`src/rtl/mem_rd_arbiter_pkg.sv`:
```
// mem_rd_arbiter_pkg: shared state encodings and requester IDs for the memory read arbiter
package mem_rd_arbiter_pkg;
  typedef enum logic [2:0] {
    S_IDLE = 3'b001,
    S_REQ  = 3'b010,
    S_RECV = 3'b100
  } state_t;
  localparam logic REQ_ICACHE = 1'b0;
  localparam logic REQ_DCACHE = 1'b1;
endpackage

```
`src/rtl/mem_rd_rr_pick.sv`:
```
// mem_rd_rr_pick: two-way round-robin choice between I-cache and D-cache requests
module mem_rd_rr_pick
  import mem_rd_arbiter_pkg::*;
(
  input  logic icache_valid,
  input  logic dcache_valid,
  input  logic last_grant,
  output logic any,
  output logic grant
);
  always_comb begin
    any   = icache_valid | dcache_valid;
    grant = (icache_valid & dcache_valid) ? ~last_grant : (dcache_valid ? REQ_DCACHE : REQ_ICACHE);
  end
endmodule

```
`src/rtl/mem_rd_arbiter.sv`:
```
// mem_rd_arbiter: shares one burst-read memory port between I-cache and D-cache, one burst at a time
module mem_rd_arbiter
  import mem_rd_arbiter_pkg::*;
#(
  parameter int ADDR_W = 32,
  parameter int DATA_W = 32
) (
  input  logic              clk,
  input  logic              rst,
  input  logic              from_icache_rd_req_valid,
  input  logic [ADDR_W-1:0] from_icache_rd_req_addr,
  output logic              to_icache_rd_req_ready,
  output logic              to_icache_rd_rsp_valid,
  output logic [DATA_W-1:0] to_icache_rd_rsp_data,
  output logic              to_icache_rd_rsp_last,
  input  logic              from_icache_rd_rsp_ready,
  input  logic              from_dcache_rd_req_valid,
  input  logic [ADDR_W-1:0] from_dcache_rd_req_addr,
  output logic              to_dcache_rd_req_ready,
  output logic              to_dcache_rd_rsp_valid,
  output logic [DATA_W-1:0] to_dcache_rd_rsp_data,
  output logic              to_dcache_rd_rsp_last,
  input  logic              from_dcache_rd_rsp_ready,
  output logic              to_mem_rd_req_valid,
  output logic [ADDR_W-1:0] to_mem_rd_req_addr,
  input  logic              from_mem_rd_req_ready,
  input  logic              from_mem_rd_rsp_valid,
  input  logic [DATA_W-1:0] from_mem_rd_rsp_data,
  input  logic              from_mem_rd_rsp_last,
  output logic              to_mem_rd_rsp_ready
);
  state_t            state, state_nxt;
  logic              owner, last_grant, grant, any;
  logic [ADDR_W-1:0] addr;
  logic              own_i, own_d, in_req, in_recv, owner_rsp_ready;

  mem_rd_rr_pick u_pick (
    .icache_valid(from_icache_rd_req_valid),
    .dcache_valid(from_dcache_rd_req_valid),
    .last_grant  (last_grant),
    .any         (any),
    .grant       (grant)
  );

  always_ff @(posedge clk) begin
    if (rst) begin
      state      <= S_IDLE;
      owner      <= REQ_ICACHE;
      addr       <= '0;
      last_grant <= REQ_ICACHE;
    end else begin
      state <= state_nxt;
      if (state == S_IDLE && any) begin
        owner      <= grant;
        addr       <= (grant == REQ_DCACHE) ? from_dcache_rd_req_addr : from_icache_rd_req_addr;
        last_grant <= grant;
      end
    end
  end

  always_comb begin
    state_nxt = S_IDLE;
    case (state)
      S_IDLE:  state_nxt = any ? S_REQ : S_IDLE;
      S_REQ:   state_nxt = from_mem_rd_req_ready ? S_RECV : S_REQ;
      S_RECV:  state_nxt = (from_mem_rd_rsp_valid & owner_rsp_ready & from_mem_rd_rsp_last) ? S_IDLE : S_RECV;
      default: state_nxt = S_IDLE;
    endcase
  end

  // Everything towards the caches is gated by ownership so the non-owner sees all zeros.
  always_comb begin
    own_i                  = owner == REQ_ICACHE;
    own_d                  = owner == REQ_DCACHE;
    in_req                 = state == S_REQ;
    in_recv                = state == S_RECV;
    owner_rsp_ready        = own_d ? from_dcache_rd_rsp_ready : from_icache_rd_rsp_ready;
    to_mem_rd_req_valid    = in_req;
    to_mem_rd_req_addr     = in_req ? addr : '0;
    to_mem_rd_rsp_ready    = in_recv & owner_rsp_ready;
    to_icache_rd_req_ready = in_req & own_i & from_mem_rd_req_ready;
    to_dcache_rd_req_ready = in_req & own_d & from_mem_rd_req_ready;
    to_icache_rd_rsp_valid = in_recv & own_i & from_mem_rd_rsp_valid;
    to_dcache_rd_rsp_valid = in_recv & own_d & from_mem_rd_rsp_valid;
    to_icache_rd_rsp_last  = in_recv & own_i & from_mem_rd_rsp_last;
    to_dcache_rd_rsp_last  = in_recv & own_d & from_mem_rd_rsp_last;
    to_icache_rd_rsp_data  = (in_recv & own_i) ? from_mem_rd_rsp_data : '0;
    to_dcache_rd_rsp_data  = (in_recv & own_d) ? from_mem_rd_rsp_data : '0;
  end
endmodule

```
`config.mk`:
```
export PLATFORM = sky130hd
export DESIGN_NAME = mem_rd_arbiter
export DESIGN_NICKNAME = d
export VERILOG_FILES = /design/src/rtl/mem_rd_arbiter_pkg.sv /design/src/rtl/mem_rd_rr_pick.sv /design/src/rtl/mem_rd_arbiter.sv
export SDC_FILE = /design/constraint.sdc
export NUM_CORES = 1
export LEC_CHECK = 0
export ABC_AREA = 0
export CORE_ASPECT_RATIO = 0.8
export CORE_MARGIN = 5
export CORE_UTILIZATION = 35
export CTS_CLUSTER_DIAMETER = 100
export DETAILED_ROUTE_END_ITERATION = 8
export PLACE_DENSITY = 0.95
export SYNTH_ARGS = -nofsm -noshare
export SYNTH_HDL_FRONTEND = slang
export SYNTH_SLANG_ARGS = --single-unit
```
`constraint.sdc`:
```
create_clock -name clk -period 4.75 [get_ports clk]
set_clock_uncertainty 0.2 [all_clocks]
set_input_delay 0.95 -clock clk [delete_from_list [all_inputs] [get_ports clk]]
set_output_delay 0.95 -clock clk [all_outputs]
set_load 0.1 [all_outputs]
```
# Word level (Yosys, flattened, before mapping)
# Cells that the tools add are included.
[word_totals]
regBits = 36
in_bits = 105
output_inout_bits = 104
wordCells = 34
[op_classes]
eq_ne = 3
mux = 11
n_bitwise = 16
reduce_logical = 1
[op_table]
columns = ["cell", "n"]
rows = [
  ["$mux 32", 4],
  ["$and 1x1->1", 14],
  ["$pmux 3 s3", 1],
  ["$mux 3", 2],
  ["$eq 3x1->1 const B", 1],
  ["$eq 3x2->1 const B", 1],
  ["$eq 3x3->1 const B", 1],
  ["$mux 1", 3],
  ["$mux 2", 1],
  ["$logic_and 1x1->1", 1],
  ["$not 1->1", 1],
  ["$or 1x1->1", 1],
]

# Longest topological paths before layout
# Gate-level depths: netlist of run 1.
[depth]
depth_word = 5
mapped_depth = 5
ltp_nobuf = 3

# By module
# From an unflattened synthesis of run 1, not the netlist that was laid out.
[unflattened]
hier_cells = 285
hier_area_um2 = 2327.2
[modules_own_cells]
columns = ["mod", "n_inst", "cells_each", "area_per_inst_um2", "seq_area_each_um2"]
rows = [
  ["mem_rd_arbiter", 1, 283, 2313.5, 720.7],
  ["mem_rd_rr_pick", 1, 2, 13.8, 0.0],
]

# Least setup slack after synthesis of run 1
# Ideal clock, no wire load.
[synth_timing]
path_kind = "input -> output"
startpoint = "in from_dcache_rd_rsp_ready"
endpoint = "out to_mem_rd_rsp_ready"
arrival_time_ps = 3102
t_required_ps = 3600
path_slack_ps = 498
cell_stages = 2
path_buffers = 0
cell_sequence = "mux2i_1 > nor3_1"
[synth_between]
elab_chain_len = 2
[synth_rtl]
columns = ["item", "line_no", "rtl"]
rows = [
  ["start: declaration", "mem_rd_arbiter.sv:23", "input logic from_dcache_rd_rsp_ready,"],
  ["$mux 1", "mem_rd_arbiter.sv:77", "owner_rsp_ready = own_d ? from_dcache_rd_rsp_ready : from_icache_rd_rsp_ready;"],
  ["$and 1x1->1", "mem_rd_arbiter.sv:80", "to_mem_rd_rsp_ready = in_recv & owner_rsp_ready;"],
  ["end: declaration", "mem_rd_arbiter.sv:30", "output logic to_mem_rd_rsp_ready"],
]
# Every way passes these cells.

# Worst setup path after layout of run 1
[layout_timing]
startpoint = "reg state[2]"
endpoint = "out to_dcache_rd_rsp_last"
[layout_between]
elab_chain_len = 3
[layout_rtl]
columns = ["item", "line_no", "rtl"]
rows = [
  ["start: declaration", "mem_rd_arbiter.sv:32", "state_t state, state_nxt;"],
  ["start signal: assignment", "mem_rd_arbiter.sv:52", "state <= state_nxt;"],
  ["$eq 3x3->1", "mem_rd_arbiter.sv:76", "in_recv = state == S_RECV;"],
  ["$and 1x1->1 (2 in series)", "mem_rd_arbiter.sv:86", "to_dcache_rd_rsp_last = in_recv & own_d & from_mem_rd_rsp_last;"],
  ["end: declaration", "mem_rd_arbiter.sv:22", "output logic to_dcache_rd_rsp_last,"],
]
# Every way passes these cells.

==> out/results.ini, run 1 <==
[route]
drt_wl_total_mm=9.44
wl_met2_mm=4.90
firstDrtPassIters=4
wl_met1_mm=3.48
dr_wl_met3_um=899
drtAntennaViolNets=0
routed.top_layer=met4
drt_iter0_drc=117
drc=0
detail_route.wl_per_cell_um=16.6
routed_via_density=5.14
vias=2922

[sta]
hold_violations=0
slew_headroom=0.317
setup_viol=0
min_period_over_period=0.708
rsz0062_at_grt=no
fin_crit_ps=3360
slew_violations=0
tightest_slew_ps=1020
totalNegativeSetupSlack_ps=0
max_freq_mhz=297

[die]
die-area_um2=9020
pin_count=209
die_h_um=85.9
floorplan.initialDensity=0.362
rows=27
core_area_um2=6960
die_width_um=105

[cts]
clk_pin_slew_ps=80
postCtsSetupBuffers=0
cts-resized-gates=0
cts_tree=yes
clock-sinks=36
root_buffer=clkbuf_8
worstSkewPairLatency_ps=280
cts-htree-levels=2
cts_buffers=5
ctsLongestPathBuffers=2
cts_hold_buf=0

[worst_setup_path]
worst_ep_arrival_time_ps=2210
endpoint_kind=primary output
crit_required_ps=3600
criticalPathCategory=reg2out
cp_max_fo=24
critPathLaunchType=flip-flop

[pwr]
powerDensity_nw_per_um2=389
leakage_nw=1.93
vdd_drop_max_uv=236

[synth]
syn_area_um2=2520
netlist_instances=289
post_synth.cell_area_avg_um2=8.73
synth_ff_type=dfxtp_1
synthDistinctLibCells=29
syn-num-nets=394
synth-edff-count=0
ys_seq_elements=36
seq_area_frac_synth=0.286
async_flop_share=0
ys_warn_count=0

[placed_design]
dpl.hpwl_mm=7.49
place.gp.congestion=0.759
port_buffers=208

[global_route]
grt_pass1_vias=2992
grt_usage=0.197
grt_overflow=0
grt_max_degree=36
antenna_found_initial=0
grt_first_pass_wirelength_mm=14.6

[run_status]
status=finished clean

[finish]
post-route-util=0.647
post_route_cells_drive_above_1_share=0.317
fin_nets=586
syn2layout_area_growth_pct=78.6
diodes=0

[worst_hold_path]
hold_class=reg2reg

[flow_run]
maxCapViolCount=0

-- cell type report --
type	instances	area (um2)
Inverter	34	128
Multi-Input combinational cell	190	1570
Clock inverter	3	42.5
Timing Repair Buffer	214	1860
Sequential cell	36	721
Clock buffer	5	68.8
Fill cell	564	2450
Tap cell	87	109
-- where the power goes --
| part | internal (mW) | switching (mW) | total, mW | leakage [nW] |
|---|---|---|---|---|
| Clock | 0.155 | 0.114 | 0.269 | 0.0541 |
| Combinational | 0.344 | 0.629 | 0.973 | 1.58 |
| Sequential | 0.433 | 0.0771 | 0.510 | 0.299 |
-- cell usage after synthesis (2+ instances only) --
master	instances	share of area
and2_1	100	0.25
dfxtp_1	36	0.29
inv_1	34	0.051
o32ai_1	32	0.11
a221oi_2	28	0.17
clkbuf_1	19	0.028
buf_2	5	0.0099
a221oi_1	4	0.014
a21oi_1	3	0.0060
buf_4	3	0.0089
nor3b_1	3	0.0089
buf_1	2	0.0030
nand2_1	2	0.0030
nand2b_1	2	0.0050
nor3_1	2	0.0040
-- state kept, by name, indices dropped and copies added, names as in the netlist --
signal      flops
last_grant      1
state           3
addr           32
-- placed cells by master, fill, tap and decap left out, drive strengths merged --
master	instances
buf	110
clkdlybuf4s50	104
and2	100
dfxtp	36
inv	34
o32ai	32
a221oi	32
clkbuf	5
nor3b	4
a21oi	3
nand2b	2
nand2	2
nor3	2
o21ai	2
mux2i	1
nor2	1
and3	1
nor2b	1
a21bo	1
xor2	1
o211ai	1
a311o	1
nand3b	1
o21bai	1
a311oi	1
bufinv	1
clkinvlp	1
clkinv	1
-- final timing paths --
check,cells past startpoint,slack (ps),start,to
hold reg to reg,2,260,addr[12],addr[12]
setup reg to reg,4,2720,state[0],state[0]
hold / removal,2,260,addr[12],addr[12]
setup / recovery,5,1390,state[2],to_dcache_rd_rsp_last
-- worst max-delay path, cell delays in order (launching register included) --
cell      delay (ps)
dfxtp_1          480
nand2b_1         180
nor3b_2          500
buf_4            310
and2_1           160
buf_4            290
-- per-layer routing --
layer  vias up  GRT usage
met5         -          0
met4         0     0.0523
met3         9     0.0662
met2       139      0.380
met1      1356      0.202
li1       1418          -
-- stage by stage --
stage / instances / total power [mW] / cell area (um2) / worst slack (ps) / hold WS, ps
global route: 569 / 1.86 / 4510 / 1250 / 277
CTS: 569 / 1.78 / 4510 / 1380 / 258
floorplan: 289 / 1.25 / 2520 / 498 / 238
detailed placement: 561 / 1.50 / 4390 / 1490 / 246
global placement: 561 / 1.47 / 4390 / 1530 / 244
finish: 569 / 1.75 / 4510 / 1390 / 255
-- kinds of logic (layout without fill, tap and decap cells) --
kind of cell    count (synthesis)  count (layout)  synth area share
compound gates                 74              74             0.320
buf+inv                        63             256             0.101
xor+xnor                        1               1           0.00347
flops                          36              36             0.286
simple gates                  114             114             0.286
mux                             1               1           0.00397
(Power assumes the default switching activity.)
==> run 2: changes to the inputs <==
--- a/config.mk
+++ b/config.mk
@@ -8,10 +8,10 @@
 export ABC_AREA = 0
 export CORE_ASPECT_RATIO = 0.8
 export CORE_MARGIN = 5
-export CORE_UTILIZATION = 35
+export CORE_UTILIZATION = 30
 export CTS_CLUSTER_DIAMETER = 100
 export DETAILED_ROUTE_END_ITERATION = 8
-export PLACE_DENSITY = 0.95
+export PLACE_DENSITY = 0.89
 export SYNTH_ARGS = -nofsm -noshare
 export SYNTH_HDL_FRONTEND = slang
 export SYNTH_SLANG_ARGS = --single-unit
==> constraint.sdc (replaced) <==
create_clock -name clk -period 2.7 [get_ports clk]
set_clock_uncertainty 0.2 [all_clocks]
set_input_delay 0.54 -clock clk [delete_from_list [all_inputs] [get_ports clk]]
set_output_delay 0.54 -clock clk [all_outputs]
set_load 0.1 [all_outputs]
==> run 2 against run 1 <==
Critical path depth fell by 1. Wire length is 23% higher. Die area increased by 15%. Non-clock buffer count increased by 9. Sequential share of layout area fell by 3.9 points. Final cell count grew 5.3%. Flip-flop and latch count unchanged. Via count grew 4.6%.
==> out/results.ini, run 2 (synthesis results as in run 1) <==
[run_status]
status=finished clean  ; unchanged

[die]
floorplan.initialDensity=0.313  ; was 0.362
core_area_um2=8060  ; was 6960 um2
rows=29  ; was 27
die_width_um=113  ; was 105 um
die-area_um2=10400  ; was 9020 um2
pin_count=209  ; unchanged
die_h_um=92.0  ; was 85.9 um

[sta]
setup_viol=0  ; unchanged
rsz0062_at_grt=no  ; unchanged
hold_violations=0  ; unchanged
slew_headroom=0.699  ; was 0.317
fin_crit_ps=2530
slew_violations=0  ; unchanged
hold_ws_ps=260  ; was 255 ps
max_freq_mhz=395
min_period_over_period=0.938
tightest_slew_ps=450  ; was 1020 ps

[finish]
final_cell_mix=buf_12, clkdlybuf4s50_1, and2_1  ; was buf_4, clkdlybuf4s50_1, and2_1
regMostFlops=addr  ; unchanged
largestRegisters=addr: 32 flops, state: 3 flops, last_grant: 1 flops  ; unchanged
final_common_cell=buf_12  ; was buf_4
post_route_cells_drive_above_1_share=0.354  ; was 0.317
fin_nets=595  ; was 586
largest_reg_flops=32  ; unchanged
syn2layout_area_growth_pct=136  ; was 78.6%
diodes=0  ; unchanged

[cts]
clock-sinks=36  ; unchanged
cts-resized-gates=0  ; unchanged
root_buffer=clkbuf_8  ; unchanged
ctsLongestPathBuffers=2  ; unchanged
clk_pin_slew_ps=80  ; about the same
cts-htree-levels=2  ; unchanged
cts_tree=yes  ; unchanged
cts_hold_buf=0  ; unchanged
worstSkewPairLatency_ps=290  ; was 280 ps
cts_buffers=5  ; unchanged
postCtsSetupBuffers=0  ; unchanged

[global_route]
grt_pass1_vias=3299  ; was 2992
grt_overflow=0  ; unchanged
grt_usage=0.218  ; was 0.197
grt_max_degree=35  ; was 36
antenna_found_initial=0  ; unchanged
grt_first_pass_wirelength_mm=18.0  ; was 14.6 mm

[pwr]
leakage_nw=2.28  ; was 1.93 nW
total_power_mw=3.41  ; was 1.75 mW
vdd_drop_max_uv=404  ; was 236 uV
powerDensity_nw_per_um2=573  ; was 389 nW/um2

[worst_setup_path]
cp_max_fo=34  ; was 24
crit_required_ps=1960  ; was 3600 ps
endpoint_kind=primary output  ; unchanged
path_buf_inv=2  ; unchanged
crit_chain=nor3b_2 > buf_6 > and2_1 > buf_12  ; was nand2b_1 > nor3b_2 > buf_4 > and2_1 > buf_4
cp_top_family=flip-flops  ; was simple AND/OR/NAND/NOR gates
critPathLaunchType=flip-flop  ; unchanged
worst_ep_arrival_time_ps=1790  ; was 2210 ps
slowest_delay_ps=570  ; was 500 ps
criticalPathCategory=reg2out  ; unchanged
crit_slowest_cell=dfxtp_1  ; was nor3b_2

[flow_run]
maxCapViolCount=0  ; unchanged

[placed_design]
dpl.hpwl_mm=9.75  ; was 7.49 mm
place.gp.congestion=0.855  ; was 0.759
port_buffers=208  ; unchanged

[route]
drc=0  ; unchanged
detail_route.wl_per_cell_um=19.4  ; was 16.6 um
drt_iter0_drc=137  ; was 117
drtAntennaViolNets=0  ; unchanged
drt_wl_total_mm=11.6  ; was 9.44 mm
firstDrtPassIters=4  ; unchanged
routed_via_density=5.10  ; was 5.14
vias=3056  ; was 2922

[worst_hold_path]
hold_class=reg2reg  ; unchanged

-- run 2: cell count changes in the layout (fill, tap and decap cells not counted), sizes merged --
cell,before,now
buf,110,120
clkdlybuf4s50,104,103
clkinvlp,1,0
clkinv,1,0
clkbuf,5,7
-- run 2: layout make-up --
class                           count  area [um2]
Multi-Input combinational cell    190        1590
Timing Repair Buffer              223        3250
Clock inverter                      1        30.0
Sequential cell                    36         722
Clock buffer                        7        96.3
Tap cell                          108         135
Inverter                           34         128
Fill cell                         524        2110
-- run 2: worst paths after layout --
check                           startpoint                       end  slack [ps]  depth (start not counted)
worst min-delay path              addr[20]                  addr[20]         260                          2
worst min register to register    addr[20]                  addr[20]         260                          2
worst max-delay path            last_grant  to_dcache_rd_rsp_data[5]         170                          4
worst max register to register    state[0]                   addr[5]         670                          4
-- run 2: per-layer routing --
metal / global-route usage / share of wire
met1: 0.214 / 0.35
met2: 0.410 / 0.51
met3: 0.105 / 0.11
met4: 0.0571 / 0.023
met5: 0 / 0
-- run 2: power by group --
group | internal [mW] | switching (mW)
combinational | 0.809 | 1.17
clock | 0.326 | 0.201
sequential | 0.763 | 0.142
total | 1.90 | 1.51
-- run 2: worst register-to-register path: cells and delay by family, from the launching register on --
family	cells	cell delay [ps]
flip-flops	1	510
AND/OR/NAND/NOR	1	480
AO/OA/AOI/OAI	2	520
buffers and inverters	1	220
-- run 2: stage by stage --
| step | TNS, ps | worst slack (ps) | area [um2] | instances | utilization |
|---|---|---|---|---|---|
| 5_1_grt | 0 | 42.8 | 5950 | 599 | 0.738 |
| 3_5_place_dp | 0 | 336 | 5820 | 591 | 0.722 |
| 3_3_place_gp | 0 | 355 | 5820 | 591 | 0.722 |
| 4_1_cts | 0 | 61.2 | 5940 | 599 | 0.738 |
| 2_1_floorplan | -714 | -270 | 2540 | 289 | - |
| 6_report | 0 | 168 | 5950 | 599 | 0.738 |
